## config.mk

```make
export PLATFORM = sky130hd
export DESIGN_NAME = key_queue_flat
export DESIGN_NICKNAME = d
export VERILOG_FILES = /design/src/rtl/key_queue_if.sv /design/src/rtl/key_queue.sv /design/src/flat_wrapper.sv
export SDC_FILE = /design/constraint.sdc
export NUM_CORES = 2
export LEC_CHECK = 0
export CORE_AREA = 5 5 589 591
export CTS_BUF_LIST = sky130_fd_sc_hd__clkbuf_16
export DETAILED_ROUTE_END_ITERATION = 7
export DIE_AREA = 0 0 594 596
export GPL_TIMING_DRIVEN = 0
export PLACE_DENSITY = 0.71
export REMOVE_ABC_BUFFERS = 1
export SYNTH_ARGS = -nofsm -noshare
export SYNTH_HDL_FRONTEND = slang
export SYNTH_MEMORY_MAX_BITS = 65536
export SYNTH_SLANG_ARGS = --single-unit
```

## constraint.sdc

```tcl
create_clock -name i_clk -period 4.92 [get_ports i_clk]
set_clock_uncertainty 0.05 [all_clocks]
set_input_delay 0.984 -clock i_clk [delete_from_list [all_inputs] [get_ports i_clk]]
set_output_delay 0.984 -clock i_clk [all_outputs]
set_load 0.05 [all_outputs]
```

## src/rtl/key_queue_if.sv

```systemverilog
// Keypoint queue handshake bundle: push side, pop side and status.
// Zero latency; only carries the valid/ready pairs and status.
interface key_queue_if #(
    parameter int DEPTH = 100,
    parameter int CW    = 10,
    parameter int TW    = 12
);
    localparam int CNTW = $clog2(DEPTH + 1);

    logic            i_flush;
    logic            i_push_valid;
    logic            o_push_ready;
    logic [CW-1:0]   i_coor_x;
    logic [CW-1:0]   i_coor_y;
    logic [TW-1:0]   i_sin;
    logic [TW-1:0]   i_cos;
    logic            o_pop_valid;
    logic            i_pop_ready;
    logic [CW-1:0]   o_coor_x;
    logic [CW-1:0]   o_coor_y;
    logic [TW-1:0]   o_sin;
    logic [TW-1:0]   o_cos;
    logic [CNTW-1:0] o_count;
    logic            o_full;
    logic            o_empty;
    logic            o_drop;
    logic [15:0]     o_drop_cnt;

    modport slave (
        input  i_flush, i_push_valid, i_coor_x, i_coor_y, i_sin, i_cos, i_pop_ready,
        output o_push_ready, o_pop_valid, o_coor_x, o_coor_y, o_sin, o_cos,
               o_count, o_full, o_empty, o_drop, o_drop_cnt
    );

    modport master (
        output i_flush, i_push_valid, i_coor_x, i_coor_y, i_sin, i_cos, i_pop_ready,
        input  o_push_ready, o_pop_valid, o_coor_x, o_coor_y, o_sin, o_cos,
               o_count, o_full, o_empty, o_drop, o_drop_cnt
    );
endinterface

```

## src/rtl/key_queue.sv

```systemverilog
// Circular keypoint FIFO (FWFT); KEY_QUEUE_REPLACE_EN overwrites the oldest entry when full.
// Push-to-head latency 1 cycle; back-pressures on full unless replace mode is built in.
module key_queue #(
    parameter int DEPTH = 100,
    parameter int CW    = 10,
    parameter int TW    = 12
) (
    input  logic      i_clk,
    input  logic      i_rst,
    key_queue_if.slave q
);
    localparam int AW   = $clog2(DEPTH);
    localparam int CNTW = $clog2(DEPTH + 1);

    typedef struct packed {
        logic [CW-1:0] x;
        logic [CW-1:0] y;
        logic [TW-1:0] s;
        logic [TW-1:0] c;
    } rec_t;

    rec_t            mem [DEPTH];
    rec_t            head;
    logic [AW-1:0]   wr_ptr;
    logic [AW-1:0]   rd_ptr;
    logic [CNTW-1:0] count;
    logic            full;
    logic            empty;
    logic            push_ready;
    logic            push_fire;
    logic            pop_fire;
    logic            overwrite;

    // Pointers wrap at DEPTH-1 so non power-of-two depths work.
    function automatic logic [AW-1:0] ptr_inc(input logic [AW-1:0] p);
        return (p == AW'(DEPTH - 1)) ? '0 : p + 1'b1;
    endfunction

    assign full  = (count == CNTW'(DEPTH));
    assign empty = (count == '0);

`ifdef KEY_QUEUE_REPLACE_EN
    assign push_ready = 1'b1;
    assign overwrite  = push_fire && full && !pop_fire;
`else
    assign push_ready = !full;
    assign overwrite  = 1'b0;
`endif

    assign push_fire = q.i_push_valid && push_ready;
    assign pop_fire  = !empty && q.i_pop_ready;

    always_ff @(posedge i_clk or posedge i_rst) begin
        if (i_rst) begin
            wr_ptr <= '0;
            rd_ptr <= '0;
            count  <= '0;
        end else if (q.i_flush) begin
            wr_ptr <= '0;
            rd_ptr <= '0;
            count  <= '0;
        end else begin
            if (push_fire)
                wr_ptr <= ptr_inc(wr_ptr);
            if (pop_fire || overwrite)
                rd_ptr <= ptr_inc(rd_ptr);
            // An overwrite retires one entry and adds one, so occupancy holds.
            case ({push_fire && !overwrite, pop_fire})
                2'b10:   count <= count + 1'b1;
                2'b01:   count <= count - 1'b1;
                default: count <= count;
            endcase
        end
    end

    always_ff @(posedge i_clk) begin
        if (push_fire && !q.i_flush && !i_rst)
            mem[wr_ptr] <= '{x: q.i_coor_x, y: q.i_coor_y, s: q.i_sin, c: q.i_cos};
    end

`ifdef KEY_QUEUE_REPLACE_EN
    logic        drop;
    logic [15:0] drop_cnt;

    always_ff @(posedge i_clk or posedge i_rst) begin
        if (i_rst) begin
            drop     <= 1'b0;
            drop_cnt <= '0;
        end else if (q.i_flush) begin
            drop     <= 1'b0;
        end else begin
            drop <= overwrite;
            if (overwrite && drop_cnt != 16'hFFFF)
                drop_cnt <= drop_cnt + 16'd1;
        end
    end

    assign q.o_drop     = drop;
    assign q.o_drop_cnt = drop_cnt;
`else
    assign q.o_drop     = 1'b0;
    assign q.o_drop_cnt = 16'd0;
`endif

    // Unwritten memory may hold anything, so the head is masked while empty.
    assign head = empty ? '0 : mem[rd_ptr];

    assign q.o_push_ready = push_ready;
    assign q.o_pop_valid  = !empty;
    assign q.o_coor_x     = head.x;
    assign q.o_coor_y     = head.y;
    assign q.o_sin        = head.s;
    assign q.o_cos        = head.c;
    assign q.o_count      = count;
    assign q.o_full       = full;
    assign q.o_empty      = empty;
endmodule

```

## src/flat_wrapper.sv

```systemverilog
// flat-port wrapper written by rule: the top's interface ports become plain ports
module key_queue_flat 
#(
    parameter int DEPTH = 100,
    parameter int CW    = 10,
    parameter int TW    = 12
)
  (i_clk, i_rst, q_i_flush, q_i_push_valid, q_i_coor_x, q_i_coor_y, q_i_sin, q_i_cos, q_i_pop_ready, q_o_push_ready, q_o_pop_valid, q_o_coor_x, q_o_coor_y, q_o_sin, q_o_cos, q_o_count, q_o_full, q_o_empty, q_o_drop, q_o_drop_cnt);
  key_queue_if #(.DEPTH(DEPTH), .CW(CW), .TW(TW)) q_i ();
  input  logic i_clk;
  input  logic i_rst;
  input wire logic [$bits(q_i.i_flush)-1:0] q_i_flush;
  input wire logic [$bits(q_i.i_push_valid)-1:0] q_i_push_valid;
  input wire logic [$bits(q_i.i_coor_x)-1:0] q_i_coor_x;
  input wire logic [$bits(q_i.i_coor_y)-1:0] q_i_coor_y;
  input wire logic [$bits(q_i.i_sin)-1:0] q_i_sin;
  input wire logic [$bits(q_i.i_cos)-1:0] q_i_cos;
  input wire logic [$bits(q_i.i_pop_ready)-1:0] q_i_pop_ready;
  output wire logic [$bits(q_i.o_push_ready)-1:0] q_o_push_ready;
  output wire logic [$bits(q_i.o_pop_valid)-1:0] q_o_pop_valid;
  output wire logic [$bits(q_i.o_coor_x)-1:0] q_o_coor_x;
  output wire logic [$bits(q_i.o_coor_y)-1:0] q_o_coor_y;
  output wire logic [$bits(q_i.o_sin)-1:0] q_o_sin;
  output wire logic [$bits(q_i.o_cos)-1:0] q_o_cos;
  output wire logic [$bits(q_i.o_count)-1:0] q_o_count;
  output wire logic [$bits(q_i.o_full)-1:0] q_o_full;
  output wire logic [$bits(q_i.o_empty)-1:0] q_o_empty;
  output wire logic [$bits(q_i.o_drop)-1:0] q_o_drop;
  output wire logic [$bits(q_i.o_drop_cnt)-1:0] q_o_drop_cnt;
  assign q_i.i_flush = q_i_flush;
  assign q_i.i_push_valid = q_i_push_valid;
  assign q_i.i_coor_x = q_i_coor_x;
  assign q_i.i_coor_y = q_i_coor_y;
  assign q_i.i_sin = q_i_sin;
  assign q_i.i_cos = q_i_cos;
  assign q_i.i_pop_ready = q_i_pop_ready;
  assign q_o_push_ready = q_i.o_push_ready;
  assign q_o_pop_valid = q_i.o_pop_valid;
  assign q_o_coor_x = q_i.o_coor_x;
  assign q_o_coor_y = q_i.o_coor_y;
  assign q_o_sin = q_i.o_sin;
  assign q_o_cos = q_i.o_cos;
  assign q_o_count = q_i.o_count;
  assign q_o_full = q_i.o_full;
  assign q_o_empty = q_i.o_empty;
  assign q_o_drop = q_i.o_drop;
  assign q_o_drop_cnt = q_i.o_drop_cnt;
  key_queue #(.DEPTH(DEPTH), .CW(CW), .TW(TW)) u_core (.i_clk(i_clk), .i_rst(i_rst), .q(q_i));
endmodule
```

==> metrics.md <==
| Metric | Value |
|---|---|
| Outcome | finished with violations |
| Failing checks | design-rule violations, max-capacitance violations, max-slew violations, negative setup slack |
| Remaining antenna violation count | 0 |
| CTS tree | yes |
| CP Capture Type | output port |
| DR pass1 iterations | 8 |
| Final nets | 8,408 |
| Most frequent cells in the layout | edfxtp_1 (4,400), mux4_2 (1,157), clkbuf_16 (450) |
| Top area cells in the synthesized netlist | edfxtp_1 (78%), mux4_2 (15%), mux2i_1 (1.3%) |
| Metal2 WL | ~260,000 um |
| Post-synthesis area per instance | 23.0 sq um |
| Clk buf depth | 4 |
| Seq/Total Area, Yosys | between 70% and 80% |
| Total track usage | 31.9% |
| Chip width | 594 um |
| Comb power frac | around 28% |
| Clk slew on worst S/H paths | 0.07 ns |
| First-pass GRT wire length | 773,000 um |
| Hold/Removal Path Class | in -> reg |
| Distinct cells, synth | 65 |
| DRC viols | 40 |
| FMAX | 0.168 GHz |
| Antenna violations before repair | 52 |
| H-tree depth | 5 |
| Static leakage | 0.0652 uW |
| WL final | 598,000 um |
| Post-synth top area share | 77.8% |
| Share of synthesized registers carrying an async set or reset | 0.475% |
| Syn-to-layout area delta | 22.1% |
| Startpoint types | flip-flop |
| Commonest non-fill, non-tap cell in the layout | edfxtp_1 |
| Pint | 72,800 uW |
| Sequential share of power | 40.3% |
| Clock share of power | roughly a third |
| Total via count in the routed design | 95.9k |
| Worst VDD drop | 0.489 mV |
| Post-synthesis register bit count | about 4.4k |
| Final hold violation count | 0 |
| Post-DP HPWL | a little under 300,000 um |
| Pre-CTS setup slack | -2.53 ns |
| GR Overflow Total | 0 |
| Final slew viol count | 1 |
| Area leader, netlist | edfxtp_1 |
| Relative slew margins | -1.29% |
| Die Footprint | 354,000 sq um |
| Tmin final | 5.96 ns |
| Starting Density | about half |
| Yosys warning count | 0 |
| Number of global-route vias before repair | slightly above 90k |
| Die Ht | 596 um |
| Commonest register cell after synthesis | edfxtp_1 |
| Hold buffers post-CTS | 0 |
| Fin crit share | 121% |
| GPL Wtd Cong | roughly 0.8 |
| Share of layout cells above drive strength 1 | 36.6% |
| Row Count | 215 |
| Vias/cell | between 7 and 8 |
| Wl on met1 | 177,000 um |
| Slew @ Worst Pin | 1.52 ns |
| WL per Instance | roughly 45 um |
| Data arrival, critical path | 4.92 ns |
| Top layer in use | met5 |
| Syn Inst Count | 7,391 |
| Critical Path RT | 3.89 ns |
| Cts bufs inserted | about 420 |
| Std-Cell Core Area | about 340,000 sq um |
| Final Instance Count excl. Fillers | between 10k and 15k |
| Synth Cell Area | 170,000 sq um |
| Clk Latency, worst-skew pair | 0.99 ns |
| Switching Share | 29.4% |
| Clock Sinks | roughly 4.4k |
| Ports | between 100 and 150 |
| CTS root buffer | clkbuf_16 |
| Setup-failing EPs final | roughly 500 |
| Drt first-iter violations | 19.9k |
| Pwr dens | 497 nW/um^2 |
| Post-synth EDFFs | ~4.4k |
| Final worst slack | -1.04 ns |
| Kind of critical path | reg -> out |
| NetSw | around 30,000 uW |
| Largest net degree at the start of global routing | 101 |
| # placed instances | 12.0k |
| Crit-path max FO | 11 |
| Max-cap violations | 1 |
| WL met3 | 100,000 um |
| Port bufs | 103 |
| RSZ-0062 raised after global routing | true |
## worst max-delay path, stage by stage (launching register included)
cell,delay [ns]
dfrtp_4,0.52
buf_4,0.19
buf_4,0.17
buf_4,0.16
buf_16,0.16
mux4_2,0.31
mux4_2,0.59
a22o_4,0.32
a21oi_4,0.60
o211ai_1,0.52
buf_4,0.36
## through the flow
step / TNS (ns) / hold slack (ns) / total power [uW] / util, % / area (sq um)
6_report: -69.75 / 0.227 / 103000 / 60.7 / 207000
3_3_place_gp: - / 0.498 / 53700 / 51.0 / 174000
3_5_place_dp: -1023.65 / 0.533 / 62100 / 53.6 / 183000
4_1_cts: -13.59 / 0.208 / 99400 / 60.0 / 205000
2_1_floorplan: -2129.56 / 0.456 / 51200 / - / 168000
5_1_grt: -25.38 / 0.213 / 105000 / 60.7 / 207000
## synth_stat cells, types with 11 or more instances
master     instances
o21ai_0           75
nor3_1            39
buf_2            127
clkbuf_1         150
a211oi_1          72
o31ai_1           12
nor2_1           184
nor4_1            14
o22ai_1           66
nor2b_1           48
mux4_2          1157
nand3_1           46
mux2_2            34
dfrtp_1           21
a2111oi_0         16
and3_1            31
a221oi_1          17
edfxtp_1        4400
a21oi_1           96
o211ai_1          11
a22oi_1           24
o221ai_1          16
a31oi_1           23
buf_1             25
buf_4             82
nand2_1          230
buf_6             38
mux2i_1          216
## final timing paths
| check | from | cells after the start | to | slack (ns) |
|---|---|---|---|---|
| setup / recovery | u_core.rd_ptr[1] | 10 | q_o_coor_x[5] | -1.04 |
| hold / removal | q_i_coor_y[0] | 1 | u_core.mem[56][24] | 0.23 |
| setup reg to reg | u_core.q.o_count[0] | 7 | u_core.mem[26][36] | 0.06 |
| hold reg to reg | u_core.q.o_count[2] | 2 | u_core.q.o_count[2] | 0.61 |
| max in group asynchronous | i_rst | 2 | u_core.rd_ptr[6] | 2.74 |
| min in group asynchronous | i_rst | 2 | u_core.rd_ptr[1] | 1.55 |
## kinds of logic after synthesis
kind of cell | after synthesis | share of synthesized area, %
AOI/OAI and AO/OA | 482 | 1.88
xor gates and xnor gates | 3 | 0.0155
adders and majority gates | 8 | 0.0634
buffers and inverters | 435 | 1.42
DFF | 4421 | 78.1
muxes | 1407 | 16.8
other | 1 | 0.00221
and+or+nand+nor | 634 | 1.67
## final cells by class
class                   instances  area, sq um
fillers                     21500       134000
repair buffers                946        16600
inverters                      11          124
flip-flops and latches       4421       133000
diodes                         31         77.6
clock buffers                 433        10800
multi-input cells            2551        38600
well taps                    4557         5700
clock inverters               320         2720
repair inverters                1         8.76
## timing repair
| item | CTS | global route |
|---|---|---|
| pin swaps | 104 | 108 |
| gates resized for setup | 845 | 159 |
| setup endpoints to repair | 45 | 341 |
| buffers inserted | 205 | 159 |
| gates cloned | 126 | 17 |
## layer usage
metal | vias to the layer above | track usage [%]
li1 | 33500 | -
met1 | 48800 | 38.8
met2 | 10600 | 46.6
met3 | 2827 | 12.9
met4 | 50 | 22.6
met5 | - | 0.838
## power by group through the flow
| stage | clock network, uW | registers (uW) | logic (uW) |
|---|---|---|---|
| CTS | 32300 | 41500 | 25500 |
| detailed placement | 0 | 42400 | 19700 |
| floorplan | 0 | 42900 | 8280 |
| finish | 33000 | 41500 | 28700 |
| global placement | 0 | 43000 | 10700 |
| global route | 34500 | 41500 | 29000 |
## registers in the layout, indices dropped and copies added, names as in the netlist
register	cells
u_core.rd_ptr	7
u_core.mem	4400
u_core.q.o_count	7
u_core.wr_ptr	7
Note: power is estimated with default switching activity, not from simulation.
